### config.mk
export PLATFORM = sky130hd
export DESIGN_NAME = c7bintc
export DESIGN_NICKNAME = d
export VERILOG_FILES = /design/src/rtl/c7bintc_pkg.sv /design/src/rtl/c7bintc_filt.sv /design/src/rtl/c7bintc.sv
export SDC_FILE = /design/constraint.sdc
export NUM_CORES = 1
export LEC_CHECK = 0
export BUFFER_PORTS_ARGS = -buffer_cell sky130_fd_sc_hd__buf_4
export CORE_ASPECT_RATIO = 0.7
export CORE_UTILIZATION = 40
export DETAILED_ROUTE_END_ITERATION = 8
export MAX_ROUTING_LAYER = met4
export PLACE_DENSITY = 0.78
export REMOVE_ABC_BUFFERS = 1
export SLEW_MARGIN = 20
export SYNTH_ARGS = -nofsm -noshare
export SYNTH_HDL_FRONTEND = slang
export SYNTH_SLANG_ARGS = --single-unit
### constraint.sdc
create_clock -name clk -period 1.6 [get_ports clk]
set_clock_uncertainty 0.1 [all_clocks]
set_input_delay 0.24 -clock clk [delete_from_list [all_inputs] [get_ports clk]]
set_output_delay 0.24 -clock clk [all_outputs]
set_load 0.03 [all_outputs]
### src/rtl/c7bintc_pkg.sv
// ============================================================================
// Module  : c7bintc_pkg
// Brief   : Shared widths, parameter defaults and priority helper for c7bintc.
// Revision: 1.0  initial release
// ============================================================================
`default_nettype none

package c7bintc_pkg;

    localparam int INTC_ID_W            = 3;
    localparam int INTC_MAX_IRQ         = 8;
    localparam int INTC_SYNC_STAGES_DEF = 2;
    localparam int INTC_DEBOUNCE_DEF    = 3;

    // Fixed priority: the lowest set index wins, 0 when nothing is set.
    function automatic logic [INTC_ID_W-1:0] prio_id(input logic [INTC_MAX_IRQ-1:0] vec);
        logic [INTC_ID_W-1:0] id;
        id = '0;
        for (int i = INTC_MAX_IRQ - 1; i >= 0; i--) begin
            if (vec[i]) begin
                id = INTC_ID_W'(i);
            end
        end
        return id;
    endfunction

endpackage

`default_nettype wire

### src/rtl/c7bintc_filt.sv
// ============================================================================
// Module  : c7bintc_filt
// Brief   : One interrupt line: synchronizer chain, debounce filter, delayed level.
// Revision: 1.0  initial release
// ============================================================================
`default_nettype none

module c7bintc_filt
    import c7bintc_pkg::*;
#(
    parameter int SYNC_STAGES = INTC_SYNC_STAGES_DEF,
    parameter int DEBOUNCE    = INTC_DEBOUNCE_DEF
) (
    input  logic clk,
    input  logic rst,
    input  logic irq_in,
    output logic filt,
    output logic filt_d
);

    logic [SYNC_STAGES-1:0] r_sync_q;
    logic [SYNC_STAGES-1:0] w_sync_d;
    logic                   w_sync;
    logic                   w_filt;
    logic                   r_filt_d_q;
    logic                   w_filt_d_d;

    always_comb begin
        w_sync_d = {r_sync_q[SYNC_STAGES-2:0], irq_in};
    end

    always_ff @(posedge clk or posedge rst) begin
        if (rst) begin
            r_sync_q <= '0;
        end else begin
            r_sync_q <= w_sync_d;
        end
    end

    assign w_sync = r_sync_q[SYNC_STAGES-1];

    generate
        if (DEBOUNCE == 0) begin : g_bypass
            assign w_filt = w_sync;
        end else begin : g_debounce
            localparam int CNT_W = $clog2(DEBOUNCE + 1);

            logic [CNT_W-1:0] r_cnt_q;
            logic [CNT_W-1:0] w_cnt_d;
            logic             r_filt_q;
            logic             w_filt_d;

            // The DEBOUNCE-th consecutive differing sample flips the level instead
            // of bumping the counter, so a shorter glitch can never get through.
            always_comb begin
                w_cnt_d  = '0;
                w_filt_d = r_filt_q;
                if (w_sync != r_filt_q) begin
                    if (r_cnt_q == CNT_W'(DEBOUNCE - 1)) begin
                        w_filt_d = w_sync;
                    end else begin
                        w_cnt_d = r_cnt_q + 1'b1;
                    end
                end
            end

            always_ff @(posedge clk or posedge rst) begin
                if (rst) begin
                    r_cnt_q  <= '0;
                    r_filt_q <= 1'b0;
                end else begin
                    r_cnt_q  <= w_cnt_d;
                    r_filt_q <= w_filt_d;
                end
            end

            assign w_filt = r_filt_q;
        end
    endgenerate

    always_comb begin
        w_filt_d_d = w_filt;
    end

    always_ff @(posedge clk or posedge rst) begin
        if (rst) begin
            r_filt_d_q <= 1'b0;
        end else begin
            r_filt_d_q <= w_filt_d_d;
        end
    end

    assign filt   = w_filt;
    assign filt_d = r_filt_d_q;

endmodule

`default_nettype wire

### src/rtl/c7bintc.sv
// ============================================================================
// Module  : c7bintc
// Brief   : External interrupt front end: per-line filter, edge/level pending,
//           masking, fixed-priority ID with acknowledge, HWI vector to the CSRs.
// Revision: 1.0  initial release
// ============================================================================
`default_nettype none

module c7bintc
    import c7bintc_pkg::*;
#(
    parameter int NUM_IRQ     = INTC_MAX_IRQ,
    parameter int SYNC_STAGES = INTC_SYNC_STAGES_DEF,
    parameter int DEBOUNCE    = INTC_DEBOUNCE_DEF
) (
    input  logic                 clk,
    input  logic                 rst,
    input  logic [NUM_IRQ-1:0]   irq_in,
    input  logic [NUM_IRQ-1:0]   cfg_edge,
    input  logic [NUM_IRQ-1:0]   cfg_mask,
    input  logic [NUM_IRQ-1:0]   pend_clr,
    input  logic                 ecl_intc_ack,
    output logic [NUM_IRQ-1:0]   intc_pending,
    output logic [NUM_IRQ-1:0]   intc_csr_hwi,
    output logic                 intc_csr_ext_intr_sync,
    output logic                 intc_irq_valid,
    output logic [INTC_ID_W-1:0] intc_irq_id
);

    logic [NUM_IRQ-1:0]      w_filt;
    logic [NUM_IRQ-1:0]      w_filt_dly;
    logic [NUM_IRQ-1:0]      w_rise;
    logic [NUM_IRQ-1:0]      w_clr;
    logic [NUM_IRQ-1:0]      w_hwi;
    logic [INTC_MAX_IRQ-1:0] w_hwi_ext;
    logic                    w_valid;
    logic [INTC_ID_W-1:0]    w_id;
    logic [NUM_IRQ-1:0]      r_pend_q;
    logic [NUM_IRQ-1:0]      w_pend_d;

    generate
        for (genvar gi = 0; gi < NUM_IRQ; gi++) begin : g_line
            c7bintc_filt #(
                .SYNC_STAGES (SYNC_STAGES),
                .DEBOUNCE    (DEBOUNCE)
            ) u_filt (
                .clk    (clk),
                .rst    (rst),
                .irq_in (irq_in[gi]),
                .filt   (w_filt[gi]),
                .filt_d (w_filt_dly[gi])
            );
        end
    endgenerate

    assign w_rise = w_filt & ~w_filt_dly;
    assign w_hwi  = r_pend_q & cfg_mask;

    always_comb begin
        w_hwi_ext              = '0;
        w_hwi_ext[NUM_IRQ-1:0] = w_hwi;
    end

    assign w_valid = |w_hwi;
    assign w_id    = prio_id(w_hwi_ext);

    // Level lines ignore clears entirely; on edge lines a fresh rise beats a clear.
    always_comb begin
        w_clr    = '0;
        w_pend_d = '0;
        for (int i = 0; i < NUM_IRQ; i++) begin
            w_clr[i] = pend_clr[i] | (ecl_intc_ack & w_valid & (w_id == INTC_ID_W'(i)));
            if (cfg_edge[i]) begin
                w_pend_d[i] = w_rise[i] | (r_pend_q[i] & ~w_clr[i]);
            end else begin
                w_pend_d[i] = w_filt[i];
            end
        end
    end

    always_ff @(posedge clk or posedge rst) begin
        if (rst) begin
            r_pend_q <= '0;
        end else begin
            r_pend_q <= w_pend_d;
        end
    end

    assign intc_pending           = r_pend_q;
    assign intc_csr_hwi           = w_hwi;
    assign intc_csr_ext_intr_sync = w_valid;
    assign intc_irq_valid         = w_valid;
    assign intc_irq_id            = w_id;

endmodule

`default_nettype wire

After elaboration in Yosys (flattened, before gate mapping)
Cells that the tools add are included.

storage, ports and cells
  register bits = 56
  bits of input ports = 35
  output and inout port bits = 21

cells by class
  add/sub/neg operators = 8
  equal/unequal tests = 23
  muxes and demuxes = 32
  bitwise operators = 44
  reductions and logical operators = 10

operators by type and width
  operator                                                               count
  2-bit two-way mux                                                      16
  3-bit two-way mux                                                      8
  1-bit AND                                                              17
  2-bit by 1-bit adder with 2-bit output, second input constant          8
  8-bit AND                                                              2
  2-bit equality test, second input constant                             8
  1-bit bitwise OR                                                       16
  2-bit AND reduction                                                    8
  3-bit equality test, second input constant                             4
  1-bit two-way mux                                                      8
  1-bit inequality test                                                  8
  1-bit NOT                                                              8
  8-bit NOT                                                              1
  8-bit OR reduction                                                     1
  3-bit by 2-bit equality test with 1-bit output, second input constant  2
  3-bit by 1-bit equality test with 1-bit output, second input constant  1
  3-bit zero test                                                        1

Logic depth before layout (Yosys ltp)
Gate-level depths: netlist of the first run.

  depth after elaboration = 16
  mapped depth = 5

By module
From an unflattened synthesis of the first run, not the netlist that was laid out.

unflattened totals
  cell total of the unflattened synthesis = 174
  area, all modules = 2223.4 um^2

modules (own cells, without submodules)
  module        times used  cells each  area an instance (um^2)  seq. area each (um^2)
  c7bintc_filt  8           12          203.9                    150.1
  c7bintc       1           78          591.8                    200.2

Worst setup path before layout of the first run
OpenSTA, ideal clock, no wires.

  path kind = register to output
  from = register r_pend_q[7], in the netlist intc_pending[7]
  to = output port intc_irq_valid
  data arrival time = 1716 ps
  setup slack = -456 ps
  stages on the path, launching flop included = 6
  buffers on the path = 1
  cells stage by stage = dfrtp_1 -> nand2_1 -> inv_1 -> nor3_1 -> nand4_1 -> buf_4

on the way
  word-level cells in the longest chain between the ends = 2

ends and longest elaborated chain
  what                    line           RTL
  start, declared         c7bintc.sv:38  logic [NUM_IRQ-1:0] r_pend_q;
  start signal, assigned  c7bintc.sv:85  r_pend_q <= w_pend_d;
  8-bit AND               c7bintc.sv:57  assign w_hwi = r_pend_q & cfg_mask;
  net intc_csr_hwi[7]     c7bintc.sv:24  output logic [NUM_IRQ-1:0] intc_csr_hwi,
  8-bit OR reduction      c7bintc.sv:64  assign w_valid = |w_hwi;
  end, declared           c7bintc.sv:26  output logic intc_irq_valid,

The timed path passes the listed nets, and every way through them passes these cells.

Worst setup path in the final report of the first run
  from = register r_pend_q[5], in the netlist intc_pending[5]
  to = output port intc_csr_ext_intr_sync

on the way
  word-level cells in the longest chain between the ends = 2

ends and longest elaborated chain
  what                line           RTL
  8-bit AND           c7bintc.sv:57
  8-bit OR reduction  c7bintc.sv:64
  end, declared       c7bintc.sv:25  output logic intc_csr_ext_intr_sync,

No other way between the ends.

==> flow_metrics.env, run 1 <==
export IMPL_cts_max_path_buffers=2
export IMPL_vias=1560
export IMPL_cts_sinks=56
export IMPL_tightest_slew_ns=0.2858
export IMPL_yosysMostFrequentCell="dfrtp_1"
export IMPL_cpMaxStageDelayCell="dfrtp_1"
export IMPL_port_buffers=55
export IMPL_clock_latency_ns=0.30
export IMPL_period_minus_slack_ns=1.939
export IMPL_synth_distinct_cells=28
export IMPL_drt_initial_drc_count=61
export IMPL_first_pass_iters=4
export IMPL_critPathLaunchType="flip-flop"
export IMPL_tns_ns=-1.466
export IMPL_grt_pass1_vias=1517
export IMPL_critPathLaunch="intc_pending[5]"
export IMPL_synth_edf_count=0
export IMPL_grt_overflow_total=0
export IMPL_rrSetupSlack_ns=-0.07
export IMPL_gp_congestion=0.8382
export IMPL_routedWlPerCell_um=12.98
export IMPL_finalCritPeriodShare_pct=121.2
export IMPL_syn_cell_area_mm2=0.002088
export IMPL_vias_per_cell=4.815
export IMPL_synth_common_cells="56 x dfrtp_1, 30 x nand2_1, 11 x nor3_1"
export IMPL_async_reset_ff_share_pct=100.0
export IMPL_core_mm2=0.004887
export IMPL_ys_seq_area_share_pct=67.11
export IMPL_cellLeakagePower_nw=1.465
export IMPL_timing_rr_end="intc_pending[7]"
export IMPL_synthCells=169
export IMPL_critPathKind="flip-flop to primary output"
export IMPL_clk_pin_slew_ns=0.09
export IMPL_cts_tree="done"
export IMPL_fin_util_pct=61.50
export IMPL_finalHoldViolCount=0
export IMPL_antenna_cells=0
export IMPL_cp_num_buf_inv=1
export IMPL_setup_violations=6
export IMPL_ant_nets=0
export IMPL_nets=289
export IMPL_yosysTopAreaCellShare_pct=67.11
export IMPL_initial_core_util_pct=42.73
export IMPL_worstSetupEndpointType="primary output"
export IMPL_die_height_um=62.45
export IMPL_crit_required_ns=1.26
export IMPL_crit_end="intc_csr_ext_intr_sync"
export IMPL_area_delta_synth_final_pct=43.92
export IMPL_wl_met1_um=1803
export IMPL_yosys_warnings=0
export IMPL_highest_layer="met4"
export IMPL_cts_root_buf="clkbuf_8"
export IMPL_yosysTopAreaCell="dfrtp_1"
export IMPL_h_tree_depth=2
export IMPL_cp_cell_sequence="a22o_1 -> nor3_2 -> nand4_1 -> buf_6"
export IMPL_postRouteWirelength_um=4206
export IMPL_grt_use_total_pct=16.65
export IMPL_max_cap_violations=0
export IMPL_design_area_mm2=0.003005
export IMPL_status="finished with violations"
export IMPL_cp_slowest_stage_delay_ns=0.38
export IMPL_dieWidth_um=88.36
export IMPL_cp_depth=4
export IMPL_drc=0
export IMPL_drive_gt1_share_pct=38.43
export IMPL_r2r_start="intc_pending[5]"
export IMPL_cts_inserted_buffers=5
export IMPL_grt_setup_unrepaired="true"
export IMPL_synth_area_leaders="dfrtp_1 67%, nand2_1 5.4%, mux2_2 4.3%"
export IMPL_ys_seq_elements=56
export IMPL_ir_drop_mv=0.6877
export IMPL_cp_max_fo=3
export IMPL_arrival_ns=1.60
export IMPL_die_area_mm2=0.005518
export IMPL_grt_start_max_net_pins=57
export IMPL_met2_length_um=2129
export IMPL_synth_ff_type="dfrtp_1"
export IMPL_nFillCells=399
export IMPL_grt_antenna_before_repair=0
export IMPL_violations="negative setup slack"
export IMPL_power_density_mw_per_mm2=1827
export IMPL_num_rows=21
export IMPL_clock_fmax_mhz=515.6
export IMPL_syn_avg_cell_area_um2=12.36
export IMPL_cpLargestDelayFamily="simple AND/OR/NAND/NOR gates"
export IMPL_pin_count=56
export IMPL_maxSlewViolCount=0
export IMPL_setup_slack_ns=-0.3395
export IMPL_rr_worst_depth=5
export IMPL_grt_first_pass_wirelength_um=6617
export IMPL_worst_hold_path_type="input pin to flip-flop"
export IMPL_place_area_mm2=0.002660
export IMPL_wl_met3_um=193
export IMPL_dp_hpwl_um=2893
export IMPL_relSlewSlack_pct=80.95
## state kept, by name (all words and copies together) (netlist names)
name,flops
g_line.u_filt.g_debounce.r_cnt_q,16
g_line.u_filt.r_sync_q,16
g_line.u_filt.filt,8
g_line.u_filt.filt_d,8
intc_pending,8
## power by group
part / internal (mW) / leakage [nW] / total (mW) / switching, mW
Combinational: 1.07 / 0.719 / 2.25 / 1.18
Sequential: 1.91 / 0.682 / 2.26 / 0.350
Clock: 0.552 / 0.0645 / 0.979 / 0.427
## cell usage in the layout (no fill, tap or decap), types with 5 or more instances in the layout
master and count:
buf_4 63, dlygate4sd3_1 10, clkbuf_8 7, nor3b_1 8, dfrtp_1 56, buf_6 5
xnor2_1 8, inv_1 7, a21o_1 5, nand2_1 26, nor3_1 8, nand2b_1 8
mux2_2 8
## layer usage
metal | up-vias | GRT usage, %
met5 | - | -
met4 | 0 | 6.653
met3 | 11 | 4.624
met2 | 49 | 27.40
met1 | 753 | 19.21
li1 | 747 | -
## logic make-up (layout without fill, tap and decap cells)
group                     count (synthesis)  count (layout)  synth area share, %
xor gates and xnor gates                  8               8                3.355
buffers and inverters                    10              96                1.977
AOI/OAI and AO/OA                        23              23                7.969
DFF                                      56              56                67.11
muxes                                     8               8                4.314
and+or+nand+nor                          64              64                15.28
## area by class of cell
type | count | area, µm² | area share, %
Timing Repair Buffer | 79 | 649.4 | 21.61
Tap cell | 69 | 86.33 | 2.873
Clock buffer | 7 | 96.34 | 3.206
Sequential cell | 56 | 1401 | 46.63
Multi-Input combinational cell | 103 | 708.2 | 23.56
Inverter | 9 | 33.78 | 1.124
Clock inverter | 1 | 30.03 | 0.9992
## how the worst min path moves through the flow
stage	start	end	slack [ns]	cells after the start
6_report	pend_clr[6]	intc_pending[6]	0.02	2
5_1_grt	pend_clr[6]	intc_pending[6]	0.004	2
4_1_cts	pend_clr[5]	intc_pending[5]	0.0004	2
3_5_place_dp	rst	g_line[4].u_filt.r_sync_q[0]	0.22	3
3_3_place_gp	rst	g_line[4].u_filt.g_debounce.r_cnt_q[1]	0.22	3
2_1_floorplan	irq_in[0]	g_line[0].u_filt.r_sync_q[0]	0.17	0
## through the flow
step	hold WS [ns]	instances	setup WS (ns)	total power [mW]
floorplan	0.1714	168	-0.4084	3.484
global placement	0.2199	301	-0.06457	4.189
detailed placement	0.2244	301	-0.07012	4.265
CTS	0.0004265	322	-0.2480	5.428
global route	0.004401	324	-0.3854	5.806
finish	0.01763	324	-0.3395	5.490
## what timing repair did
item,4_1_cts,5_1_grt
endpoints found under the setup margin,6,8
setup buffers,4,1
hold endpoints to repair,64,1
pin swaps,9,4
gates resized for setup,16,5
hold buffers,9,1
Power figures use the tool's default switching activity.
==> run 2, diff against run 1 <==
--- a/config.mk
+++ b/config.mk
@@ -10,7 +10,7 @@
 export CORE_UTILIZATION = 40
 export DETAILED_ROUTE_END_ITERATION = 8
 export MAX_ROUTING_LAYER = met4
-export PLACE_DENSITY = 0.78
+export PLACE_DENSITY = 0.75
 export REMOVE_ABC_BUFFERS = 1
 export SLEW_MARGIN = 20
 export SYNTH_ARGS = -nofsm -noshare
==> constraint.sdc (replaced) <==
create_clock -name clk -period 2.5 [get_ports clk]
set_clock_uncertainty 0.1 [all_clocks]
set_input_delay 0.375 -clock clk [delete_from_list [all_inputs] [get_ports clk]]
set_output_delay 0.375 -clock clk [all_outputs]
set_load 0.03 [all_outputs]
==> run 2 against run 1 <==
Against the previous run:
- the run now ends clean
- first-iteration DRC count shrank 1.6%
- flip-flop and latch count is the same
- global-route usage shrank 0.82 points
- power shrank 42%
- final cell count shrank 7.7%
- via count shrank 9.6%
- clock power shrank 44%
- non-clock buffer count shrank 23
- critical endpoint is now intc_irq_id[0]
- largest power group unchanged
- highest routed layer unchanged
==> flow_metrics.env, run 2 (synthesized netlist as in run 1, its figures left out) <==
export IMPL_power_frac_clock_pct=17.1
export IMPL_cts_inserted_buffers=5
export IMPL_fin_util_pct=55.22
export IMPL_worst_hold_path_type="input pin to asynchronous set/reset pin"
export IMPL_tns_ns=0
export IMPL_gp_congestion=0.7824
export IMPL_final_seq_area_mm2=0.001401
export IMPL_cts_sinks=56
export IMPL_nets=266
export IMPL_cp_max_fo=4
export IMPL_postRouteWirelength_um=3874
export IMPL_setup_violations=0
export IMPL_dieWidth_um=88.36
export IMPL_core_mm2=0.004887
export IMPL_h_tree_depth=2
export IMPL_grt_pass1_vias=1456
export IMPL_routedWlPerCell_um=12.96
export IMPL_clock_fmax_mhz=474.1
export IMPL_largestRegisters="g_line.u_filt.g_debounce.r_cnt_q (16), g_line.u_filt.r_sync_q (16)"
export IMPL_grt_antenna_before_repair=0
export IMPL_cts_tree="done"
export IMPL_grt_first_pass_wirelength_um=6396
export IMPL_max_cap_violations=0
export IMPL_power_internal_mw=2.036
export IMPL_final_common_cell="dfrtp_1"
export IMPL_p_sw_mw=1.156
export IMPL_cts_max_path_buffers=2
export IMPL_swShare_pct=36.21
export IMPL_maxSlewViolCount=0
export IMPL_die_area_mm2=0.005518
export IMPL_vias_per_cell=4.716
export IMPL_ant_nets=0
export IMPL_pin_count=56
export IMPL_drc=0
export IMPL_pwr_share_seq_pct=45.7
export IMPL_use_met2_pct=25.29
export IMPL_cellLeakagePower_nw=1.329
export IMPL_power_density_mw_per_mm2=1183
export IMPL_critPathKind="flip-flop to primary output"
export IMPL_multiInputGateArea_um2=645.6
export IMPL_top_usage_layer="met2"
export IMPL_drive_gt1_share_pct=31.30
export IMPL_first_pass_iters=4
export IMPL_worstSetupEndpointType="primary output"
export IMPL_final_cell_mix="56 x dfrtp_1, 55 x buf_4, 30 x nand2_1, 11 x nor3_1"
export IMPL_cts_resized=0
export IMPL_die_height_um=62.45
export IMPL_finalCritPeriodShare_pct=84.37
export IMPL_grtUsageMet3_pct=4.491
export IMPL_port_buffers=55
export IMPL_clock_latency_ns=0.30
export IMPL_nFillCells=458
export IMPL_pwr_share_comb_pct=37.2
export IMPL_tightest_slew_ns=0.6195
export IMPL_cts_setup_buffers=0
export IMPL_finalHoldViolCount=0
export IMPL_arrival_ns=1.63
export IMPL_period_minus_slack_ns=2.109
export IMPL_met1_usage_pct=19.82
export IMPL_drt_initial_drc_count=60
export IMPL_grt_use_total_pct=15.83
export IMPL_vias=1410
export IMPL_relSlewSlack_pct=58.64
export IMPL_cts_hold_buffers=0
export IMPL_antenna_cells=0
export IMPL_grt_overflow_total=0
export IMPL_ir_drop_mv=0.4345
export IMPL_clk_pin_slew_ns=0.09
export IMPL_cts_root_buf="clkbuf_8"
export IMPL_crit_required_ns=2.03
export IMPL_status="complete, no violations"
export IMPL_grt_setup_unrepaired="false"
export IMPL_num_rows=21
export IMPL_grt_start_max_net_pins=30
export IMPL_area_delta_synth_final_pct=29.24
export IMPL_critPathLaunchType="flip-flop"
export IMPL_dp_hpwl_um=2990
export IMPL_rrSetupSlack_ns=0.83
export IMPL_initial_core_util_pct=42.73
[run 2: metrics by stage]
| step | std cells | worst slack, ns | instance area, µm² | power (mW) | hold WS, ns |
|---|---|---|---|---|---|
| floorplan | 168 | 0.3566 | 2081 | 2.230 | 0.2312 |
| global placement | 293 | 0.6229 | 2600 | 2.630 | 0.2320 |
| detailed placement | 293 | 0.6248 | 2600 | 2.674 | 0.2347 |
| CTS | 299 | 0.3610 | 2699 | 3.223 | 0.06728 |
| global route | 299 | 0.1212 | 2699 | 3.379 | 0.06357 |
| finish | 299 | 0.3908 | 2699 | 3.192 | 0.05117 |
[run 2: final timing paths]
path,start,to,cells after the start
max in group asynchronous,rst,g_line[6].u_filt.filt,3
hold reg to reg,g_line[0].u_filt.r_sync_q[0],g_line[0].u_filt.r_sync_q[1],0
setup / recovery,intc_pending[4],intc_irq_id[0],6
min in group clk,irq_in[1],g_line[1].u_filt.r_sync_q[0],1
setup reg to reg,intc_pending[5],intc_pending[6],4
hold / removal,rst,g_line[0].u_filt.r_sync_q[0],2
[run 2: routing by layer]
layer  vias up  wire length [µm]
met2        31              1848
met5         -                 0
met4         0                17
met3         2               194
li1        698                 -
met1       679              1813
[run 2: area by class of cell]
type | count | area share, %
sequential | 56 | 51.92
inverter | 9 | 1.252
tap | 69 | 3.199
clock buffer | 5 | 2.550
timing repair buffer | 56 | 16.04
clock inverter | 1 | 1.113
multi-input combinational | 103 | 23.92
[run 2: worst max-delay path, stage by stage (launching register included)]
cell	delay [ns]
dfrtp_1	0.42
nand2_1	0.12
inv_1	0.08
nor3_1	0.22
o21ai_0	0.15
a21oi_1	0.17
buf_4	0.17
[run 2: power by group through the flow]
stage               logic (mW)  clock network [mW]  registers, mW
detailed placement        1.20                   0           1.48
floorplan                0.685                   0           1.54
CTS                       1.20               0.562           1.46
global route              1.28               0.593           1.50
global placement          1.17                   0           1.46
finish                    1.19               0.545           1.46
